### config.mk
export PLATFORM = sky130hd
export DESIGN_NAME = mtr_duty_ramp_flat
export DESIGN_NICKNAME = d
export VERILOG_FILES = /design/src/rtl/mtr_duty_ramp_if.sv /design/src/rtl/mtr_duty_ramp.sv /design/src/flat_wrapper.sv
export SDC_FILE = /design/constraint.sdc
export NUM_CORES = 1
export LEC_CHECK = 0
export ABC_AREA = 1
export BUFFER_PORTS_ARGS = -buffer_cell sky130_fd_sc_hd__clkbuf_2
export CORE_MARGIN = 4
export CORE_UTILIZATION = 33
export DETAILED_ROUTE_END_ITERATION = 16
export PLACE_DENSITY_LB_ADDON = 0.05
export SYNTH_ARGS = -nofsm -noshare
export SYNTH_HDL_FRONTEND = slang
export SYNTH_SLANG_ARGS = --single-unit
### constraint.sdc
create_clock -name clk -period 4 [get_ports clk]
set_input_delay 0.4 -clock clk [delete_from_list [all_inputs] [get_ports clk]]
set_output_delay 0.4 -clock clk [all_outputs]
set_load 0.005 [all_outputs]
### src/rtl/mtr_duty_ramp_if.sv
// Speed-command channel into the duty ramp generator.
//
// Handshake: the master holds cmd_vld high with cmd_spd stable until it
// sees cmd_rdy; a transfer happens on every rising clk edge where
// cmd_vld & cmd_rdy are both high. cmd_rdy may drop without a transfer
// (brake), and cmd_vld may be withdrawn only after a transfer.
//
// Signals:
//   cmd_vld  master -> slave  command valid
//   cmd_spd  master -> slave  signed speed command, 11-bit two's complement
//   cmd_rdy  slave -> master  command accept
interface mtr_duty_ramp_if;
    logic        cmd_vld;
    logic [10:0] cmd_spd;
    logic        cmd_rdy;

    modport master (output cmd_vld, output cmd_spd, input cmd_rdy);
    modport slave  (input cmd_vld, input cmd_spd, output cmd_rdy);
endinterface

### src/rtl/mtr_duty_ramp.sv
// Slew-rate-limited duty generator feeding the 11-bit PWM stage.
//
// Signed speed commands arrive on the cmd channel; the current speed cur
// walks toward the target tgt by at most STEP once per PWM period (at the
// period tick), or BRAKE_MULT*STEP while braking toward zero. The duty
// output is the offset-binary form of cur (0x400 = zero torque) and is
// registered one clock after cur changes, so it only moves at period
// boundaries.
//
// Ports:
//   clk        system clock
//   rst_n      asynchronous active-low reset
//   cmd        speed command channel (slave side)
//   brake      level brake request, overrides commands
//   duty       registered duty to the PWM stage
//   duty_upd   one-cycle pulse in the cycle duty takes a new value
//   at_target  cur == tgt and not braking
//   dbg_state  current FSM state (IDLE=0, RAMP=1, BRAKE=2)
module mtr_duty_ramp #(
    parameter int PERIOD_CLKS = 2048,
    parameter int STEP        = 16,
    parameter int BRAKE_MULT  = 4
) (
    input  logic                  clk,
    input  logic                  rst_n,
    mtr_duty_ramp_if.slave        cmd,
    input  logic                  brake,
    output logic [10:0]           duty,
    output logic                  duty_upd,
    output logic                  at_target,
    output logic [1:0]            dbg_state
);

    typedef enum logic [1:0] {
        ST_IDLE  = 2'd0,
        ST_RAMP  = 2'd1,
        ST_BRAKE = 2'd2
    } state_e;

    localparam logic [10:0]        PRD_LAST  = 11'(PERIOD_CLKS - 1);
    localparam logic signed [11:0] NRM_STEP  = 12'(STEP);
    localparam logic signed [11:0] BRK_STEP  = 12'(BRAKE_MULT * STEP);
    localparam logic [10:0]        DUTY_ZERO = 11'h400;

    state_e             state_q, state_d;
    logic [10:0]        prd_cnt_q, prd_cnt_d;
    logic signed [10:0] tgt_q, tgt_d;
    logic signed [10:0] cur_q, cur_d;
    logic [10:0]        duty_q, duty_d;
    logic               duty_upd_q, duty_upd_d;

    logic               tick;
    logic               cmd_rdy_c;
    logic               xfer;
    logic signed [10:0] cmd_clip;
    logic signed [11:0] cur_x, tgt_x, step, cur_up, cur_dn;

    // Datapath: period counter, target capture, ramp step, duty encode.
    always_comb begin
        tick      = (prd_cnt_q == PRD_LAST);
        prd_cnt_d = tick ? 11'd0 : prd_cnt_q + 11'd1;

        cmd_rdy_c = ~brake & (state_q != ST_BRAKE);
        xfer      = cmd.cmd_vld & cmd_rdy_c;
        // -1024 has no positive mirror; clip so tgt stays symmetric.
        cmd_clip  = (cmd.cmd_spd == 11'h400) ? 11'sh401 : $signed(cmd.cmd_spd);

        tgt_d = tgt_q;
        if (brake && (state_q != ST_BRAKE)) begin
            tgt_d = 11'sd0;
        end else if (xfer) begin
            tgt_d = cmd_clip;
        end

        // 12-bit signed so cur +/- step never wraps before the clamp.
        cur_x  = {cur_q[10], cur_q};
        tgt_x  = {tgt_q[10], tgt_q};
        step   = (state_q == ST_BRAKE) ? BRK_STEP : NRM_STEP;
        cur_up = cur_x + step;
        cur_dn = cur_x - step;

        cur_d = cur_q;
        if (tick) begin
            if (cur_x < tgt_x) begin
                cur_d = (cur_up > tgt_x) ? tgt_q : cur_up[10:0];
            end else if (cur_x > tgt_x) begin
                cur_d = (cur_dn < tgt_x) ? tgt_q : cur_dn[10:0];
            end
        end

        duty_d     = DUTY_ZERO + $unsigned(cur_q);
        duty_upd_d = (duty_d != duty_q);
    end

    // Next-state logic.
    always_comb begin
        state_d = state_q;
        case (state_q)
            ST_IDLE: begin
                if (brake) begin
                    state_d = ST_BRAKE;
                end else if (tgt_q != cur_q) begin
                    state_d = ST_RAMP;
                end
            end
            ST_RAMP: begin
                if (brake) begin
                    state_d = ST_BRAKE;
                end else if (cur_q == tgt_q) begin
                    state_d = ST_IDLE;
                end
            end
            ST_BRAKE: begin
                if (!brake && (cur_q == 11'sd0)) begin
                    state_d = ST_IDLE;
                end
            end
            default: state_d = ST_IDLE;
        endcase
    end

    always_ff @(posedge clk or negedge rst_n) begin
        if (!rst_n) begin
            state_q    <= ST_IDLE;
            prd_cnt_q  <= 11'd0;
            tgt_q      <= 11'sd0;
            cur_q      <= 11'sd0;
            duty_q     <= DUTY_ZERO;
            duty_upd_q <= 1'b0;
        end else begin
            state_q    <= state_d;
            prd_cnt_q  <= prd_cnt_d;
            tgt_q      <= tgt_d;
            cur_q      <= cur_d;
            duty_q     <= duty_d;
            duty_upd_q <= duty_upd_d;
        end
    end

    assign cmd.cmd_rdy = cmd_rdy_c;
    assign duty        = duty_q;
    assign duty_upd    = duty_upd_q;
    assign at_target   = (cur_q == tgt_q) && (state_q != ST_BRAKE);
    assign dbg_state   = state_q;

endmodule

### src/flat_wrapper.sv
// flat-port wrapper written by rule: the top's interface ports become plain ports
module mtr_duty_ramp_flat 
#(
    parameter int PERIOD_CLKS = 2048,
    parameter int STEP        = 16,
    parameter int BRAKE_MULT  = 4
)
  (clk, rst_n, brake, duty, duty_upd, at_target, dbg_state, cmd_cmd_vld, cmd_cmd_spd, cmd_cmd_rdy);
  mtr_duty_ramp_if cmd_i ();
  input  logic clk;
  input  logic rst_n;
  input  logic brake;
  output logic [10:0] duty;
  output logic duty_upd;
  output logic at_target;
  output logic [1:0] dbg_state;
  input wire logic [$bits(cmd_i.cmd_vld)-1:0] cmd_cmd_vld;
  input wire logic [$bits(cmd_i.cmd_spd)-1:0] cmd_cmd_spd;
  output wire logic [$bits(cmd_i.cmd_rdy)-1:0] cmd_cmd_rdy;
  assign cmd_i.cmd_vld = cmd_cmd_vld;
  assign cmd_i.cmd_spd = cmd_cmd_spd;
  assign cmd_cmd_rdy = cmd_i.cmd_rdy;
  mtr_duty_ramp #(.PERIOD_CLKS(PERIOD_CLKS), .STEP(STEP), .BRAKE_MULT(BRAKE_MULT)) u_core (.clk(clk), .rst_n(rst_n), .cmd(cmd_i), .brake(brake), .duty(duty), .duty_upd(duty_upd), .at_target(at_target), .dbg_state(dbg_state));
endmodule
Yosys cells after proc, flatten, opt, wreduce, memory -nomap -nowiden:

Index checks and enable logic that the tools add are counted.

* $add $sub $neg: 4
* magnitude comparators: 4
* equal/unequal tests: 11
* multiplexer cells: 15
* bitwise operators: 3
* reductions and logical operators: 10

Operators with widths (count)
* 2-to-1 mux 11 bit: 8
* == test 11 bit (second input constant): 2
* inequality test 11 bit: 2
* adder 11 x 8 -> 12 bit: 1
* greater-than comparator 12 x 11 -> 1 bit: 1
* less-than comparator 12 x 11 -> 1 bit: 1
* subtractor 11 x 8 -> 12 bit: 1
* adder 11 x 1 -> 11 bit (second input constant): 1
* adder 11 bit (first input constant): 1
* == test 11 bit: 1
* greater-than comparator 11 bit: 1
* logical NOT 11 bit: 1
* less-than comparator 11 bit: 1
* 2-to-1 mux 2 bit: 5
* 2-to-1 mux 7 bit: 1
* inequality test 3 x 2 -> 1 bit (second input constant): 2
* case mux 2 bit (3 select lines): 1
* inequality test 2 bit (second input constant): 2
* nonzero test 2 bit: 2
* logical AND 1 bit: 3
* AND reduction 3 bit: 1
* bitwise AND 1 bit: 2
* == test 2 x 1 -> 1 bit (second input constant): 1
* == test 2 bit (second input constant): 1
* 4 further kinds: 4

* register bits: 47
* input port bits: 15
* output and inout port bits: 16
* logic and storage cells: 53

Logic depth before layout (Yosys ltp):

* depth after elaboration: 7
* mapped depth: 25

Worst setup path before layout:

Ideal clock, no wire load.

* path type: register -> register
* start: reg u_core.state_q[1] (netlist: u_core.dbg_state[1])
* end: reg u_core.cur_q[0]
* setup time: 0.065 ns
* data arrival time: 3.056 ns
* setup slack: 0.879 ns
* cell stages (with the launch flop): 23
* path buffers: 0
* cells stage by stage: dfrtp_1 -> inv_1 -> nor2_1 -> inv_1 -> ha_1 -> ha_1 -> or2_2 -> nand3_1 -> xor2_1 -> inv_1 -> ha_1 -> nand2_1 -> nor2_1 -> and2_1 -> nand2_2 -> nand3_2 -> nand2_2 -> nand2_4 -> nand2_2 -> nand2_1 -> nor2_2 -> nand2_1 -> nand2_1

* cells in the longest elaborated chain, start to end: 7

Ends and longest elaborated chain
* start: declaration: RTL line mtr_duty_ramp.sv:45 `state_e state_q, state_d;`
* start signal: assignment: RTL line mtr_duty_ramp.sv:131 `state_q <= state_d;`
* == test 2 bit *: RTL line mtr_duty_ramp.sv:78 `step = (state_q == ST_BRAKE) ? BRK_STEP : NRM_STEP;`
* 2-to-1 mux 7 bit *: RTL line mtr_duty_ramp.sv:78
* subtractor 11 x 8 -> 12 bit: RTL line mtr_duty_ramp.sv:80 `cur_dn = cur_x - step;`
* less-than comparator 12 x 11 -> 1 bit: RTL line mtr_duty_ramp.sv:87 `cur_d = (cur_dn < tgt_x) ? tgt_q : cur_dn[10:0];`
* 2-to-1 mux 11 bit: RTL line mtr_duty_ramp.sv:87
* 2-to-1 mux 11 bit: RTL line mtr_duty_ramp.sv:86 `end else if (cur_x > tgt_x) begin`
* 2-to-1 mux 11 bit *: RTL line mtr_duty_ramp.sv:84 `if (cur_x < tgt_x) begin`
* end signal: assignment: RTL line mtr_duty_ramp.sv:134 `cur_q <= cur_d;`
* end: declaration: RTL line mtr_duty_ramp.sv:48 `logic signed [10:0] cur_q, cur_d;`

Mark *: on every way between the ends. The rest lies on a longest branch, timed or not. The select of a mux whose other input is x is not followed.
A chain may end at the register's enable or synchronous reset.

Worst setup path after layout:

* start: reg u_core.state_q[1] (netlist: u_core.dbg_state[1])
* end: reg u_core.cur_q[5]

The elaborated chain is that of the path after synthesis.

==> metrics.yaml <==
status: "finished clean"
dpl_worst_slack_ns: 0.6233
p_seq_share_pct: 31.7
endpoint_kind: "flop"
dr.first_iter.drc_count: 145
cp_slowest_stage_delay_ns: 0.39
postPlaceCellArea_um2: 3760
hold_viol_final: 0
place_congestion: 0.8397
clock_latency_ns: 0.30
total_power_mw: 1.602
synth_most_common_cell: "nand2_1"
leakage_nw: 2.190
synth-xor-area-share_pct: 4.526
vias_per_cell: 4.673
dp_cells: 629
timing.hold.ws_ns: 0.008679
worst_pin_slew_ns: 1.018
syn_area_um2: 3483
slew_viol_final: 0
synth_edf_count: 0
die_area_um2: 12260
cts_num_sinks: 47
post-route-util_pct: 37.70
synth.distinct_cells: 35
initial_core_util_pct: 33.74
design_area_um2: 3892
grt_max_degree: 34
cp_common_cell: "nor2_1"
synth.top_cells.by_area: "dfrtp_1 (33%), ha_1 (13%), nand2_1 (12%), inv_1 (7.9%), nand3_1 (7.3%)"
critPathLaunchType: "flop"
drive_gt1_share_pct: 12.97
post-cts-setup-buffers: 0
clk_pin_slew_worst_paths_ns: 0.09
clk_path_buf_depth: 2
final_nets: 550
htreeDepth: 2
switchingPower_uw: 628.2
crit_chain: "inv_1 -> nor2_1 -> inv_1 -> ha_1 -> ha_1 -> or2_2 -> nand3_1 -> xor2_1 -> inv_1 -> ha_1 -> nand2_1 -> nor2_1 -> and2_1 -> nand2_2 -> nand3_2 -> nand2_2 -> nand2_4 -> nand2_1 -> nand3_1 -> nand2_1 -> nor2_1 -> nor2_1"
ys_warn_count: 0
portBuffers: 30
drtPass1Iterations: 4
netlist_top_cells_count: "nand2_1 (110), inv_1 (73), nand3_1 (51), dfrtp_1 (46), nor2_1 (45)"
min_period_over_period_pct: 85.01
rsz0062_at_grt: "no"
ant_nets: 0
cts_buffers: 5
worstHoldPathType: "in -> async"
grt_pass1_wl_um: 14920
area_growth_pct: 11.75
seq_area_frac_synth_pct: 33.80
antenna_found_initial: 0
synthMuxAreaShare_pct: 0
synth_top_family_by_area: "simple AND/OR/NAND/NOR gates"
max-cap-violations: 0
synth-seq-cells: 47
synth_fa_ha_area_share_pct: 12.57
path_class: "reg -> reg"
dieHeight_um: 110.7
clock_power_share_pct: 25.9
row_count: 37
p_comb_share_pct: 42.4
p_int_uw: 973.9
path_max_fanout: 8
crit_required_ns: 4.20
synthArstFlopShare_pct: 100.0
die_x_um: 110.7
drc: 0
slowest_stage: "dfrtp_1"
grt_pass1_vias: 2853
yosysTopAreaCellShare_pct: 33.05
ys.flop_type: "dfrtp_1"
max_freq_mhz: 294.1
setup_ws_ns: 0.5998
track_usage_pct: 15.15
postCtsHoldBufs: 0
n_antenna_cell: 0
syn-num-nets: 519
fin_tns_setup_ns: 0
boundaryPins: 31
cts_resized: 0
cts_tree: "built"
ir_drop_v: 0.0001713
clock_skew_ns: 0.006909
stdcell_count: 637
dp_hpwl_um: 7187
sw_frac_of_total_pct: 39.21
dr_total_vias: 2977
relSlewSlack_pct: 31.38
syn_area_per_cell_um2: 7.427
cts-root-buf: "clkbuf_8"
yosys.area.top_type: "dfrtp_1"
cp.arrival_ns: 3.60
coreArea_um2: 10320
synth_compound_area_share_pct: 6.178
fillers: 1115
fin_crit_ns: 3.400
grt_overflow: 0
wire_per_inst_um: 14.22
synthSimpleGateAreaFrac_pct: 33.15
syn-instance-count: 469
setup_viol: 0
powerDensity_nw_per_um2: 411.6
drt-total-wl_um: 9060
-- cell type report --
| type | instances | area, um^2 | share of cell area (%) |
|---|---|---|---|
| flip-flops and latches | 47 | 1177 | 30.25 |
| inverters | 75 | 281.5 | 7.232 |
| repair buffers | 32 | 165.2 | 4.243 |
| multi-input cells | 339 | 1966 | 50.50 |
| well taps | 136 | 170.2 | 4.372 |
| clock inverters | 2 | 60.06 | 1.543 |
| clock buffers | 6 | 72.57 | 1.864 |
-- layout by cell type (no fill, tap or decap), types with 5 or more instances in the layout --
master,instances
nand2_1,110
inv_1,73
nand3_1,51
dfrtp_1,46
nor2_1,45
ha_1,35
clkbuf_2,30
a21oi_1,16
xor2_1,14
o21ai_0,11
nand2_2,7
nand4_1,7
nor3_1,5
clkbuf_8,5
-- cells by family after synthesis --
group / count (synthesis)
and+or+nand+nor: 248
AOI/OAI and AO/OA: 38
xor gates and xnor gates: 18
adders and majority gates: 35
buffers and inverters: 83
DFF: 47
-- routing by layer --
metal,wire [um],global-route usage [%],share of wire [%],up-vias
li1,-,-,-,1564
met1,4594,21.56,51,1374
met2,4143,24.64,46,33
met3,232,1.747,2.6,6
met4,91,3.448,1.0,0
met5,0,0,0,-
-- flip-flops by register name, summed over array words and instances, names as in the netlist --
signal / cells
u_core.cur_q: 11
u_core.duty: 11
u_core.prd_cnt_q: 11
u_core.tgt_q: 11
u_core.dbg_state: 2
u_core.duty_upd: 1
-- critical path, delay by kind of cell (launching register included) --
kind                       cells  cell delay [ns]
buffers and inverters          3             0.26
xor gates and xnor gates       1             0.25
DFF                            1             0.39
adders and majority gates      3             0.70
and+or+nand+nor               15             1.70
-- power by group through the flow --
| stage | clock (mW) | combinational, mW | sequential (mW) |
|---|---|---|---|
| finish | 0.415 | 0.679 | 0.508 |
| global route | 0.445 | 0.779 | 0.511 |
| CTS | 0.425 | 0.685 | 0.508 |
| detailed placement | 0 | 0.682 | 0.518 |
| global placement | 0 | 0.678 | 0.517 |
| floorplan | 0 | 0.504 | 0.515 |
-- path summary, 6_finish.rpt --
path | startpoint | endpoint | slack, ns | depth (start not counted)
max | u_core.dbg_state[1] | u_core.cur_q[5] | 0.60 | 22
min | rst_n | u_core.tgt_q[2] | 0.009 | 1
max reg2reg | u_core.dbg_state[1] | u_core.cur_q[5] | 0.60 | 22
min reg2reg | u_core.cur_q[0] | u_core.duty[0] | 0.47 | 0
max in group asynchronous | rst_n | u_core.duty[10] | 3.19 | 2
min in group clk | cmd_cmd_spd[5] | u_core.tgt_q[5] | 0.35 | 3
Power figures use the tool's default switching activity.
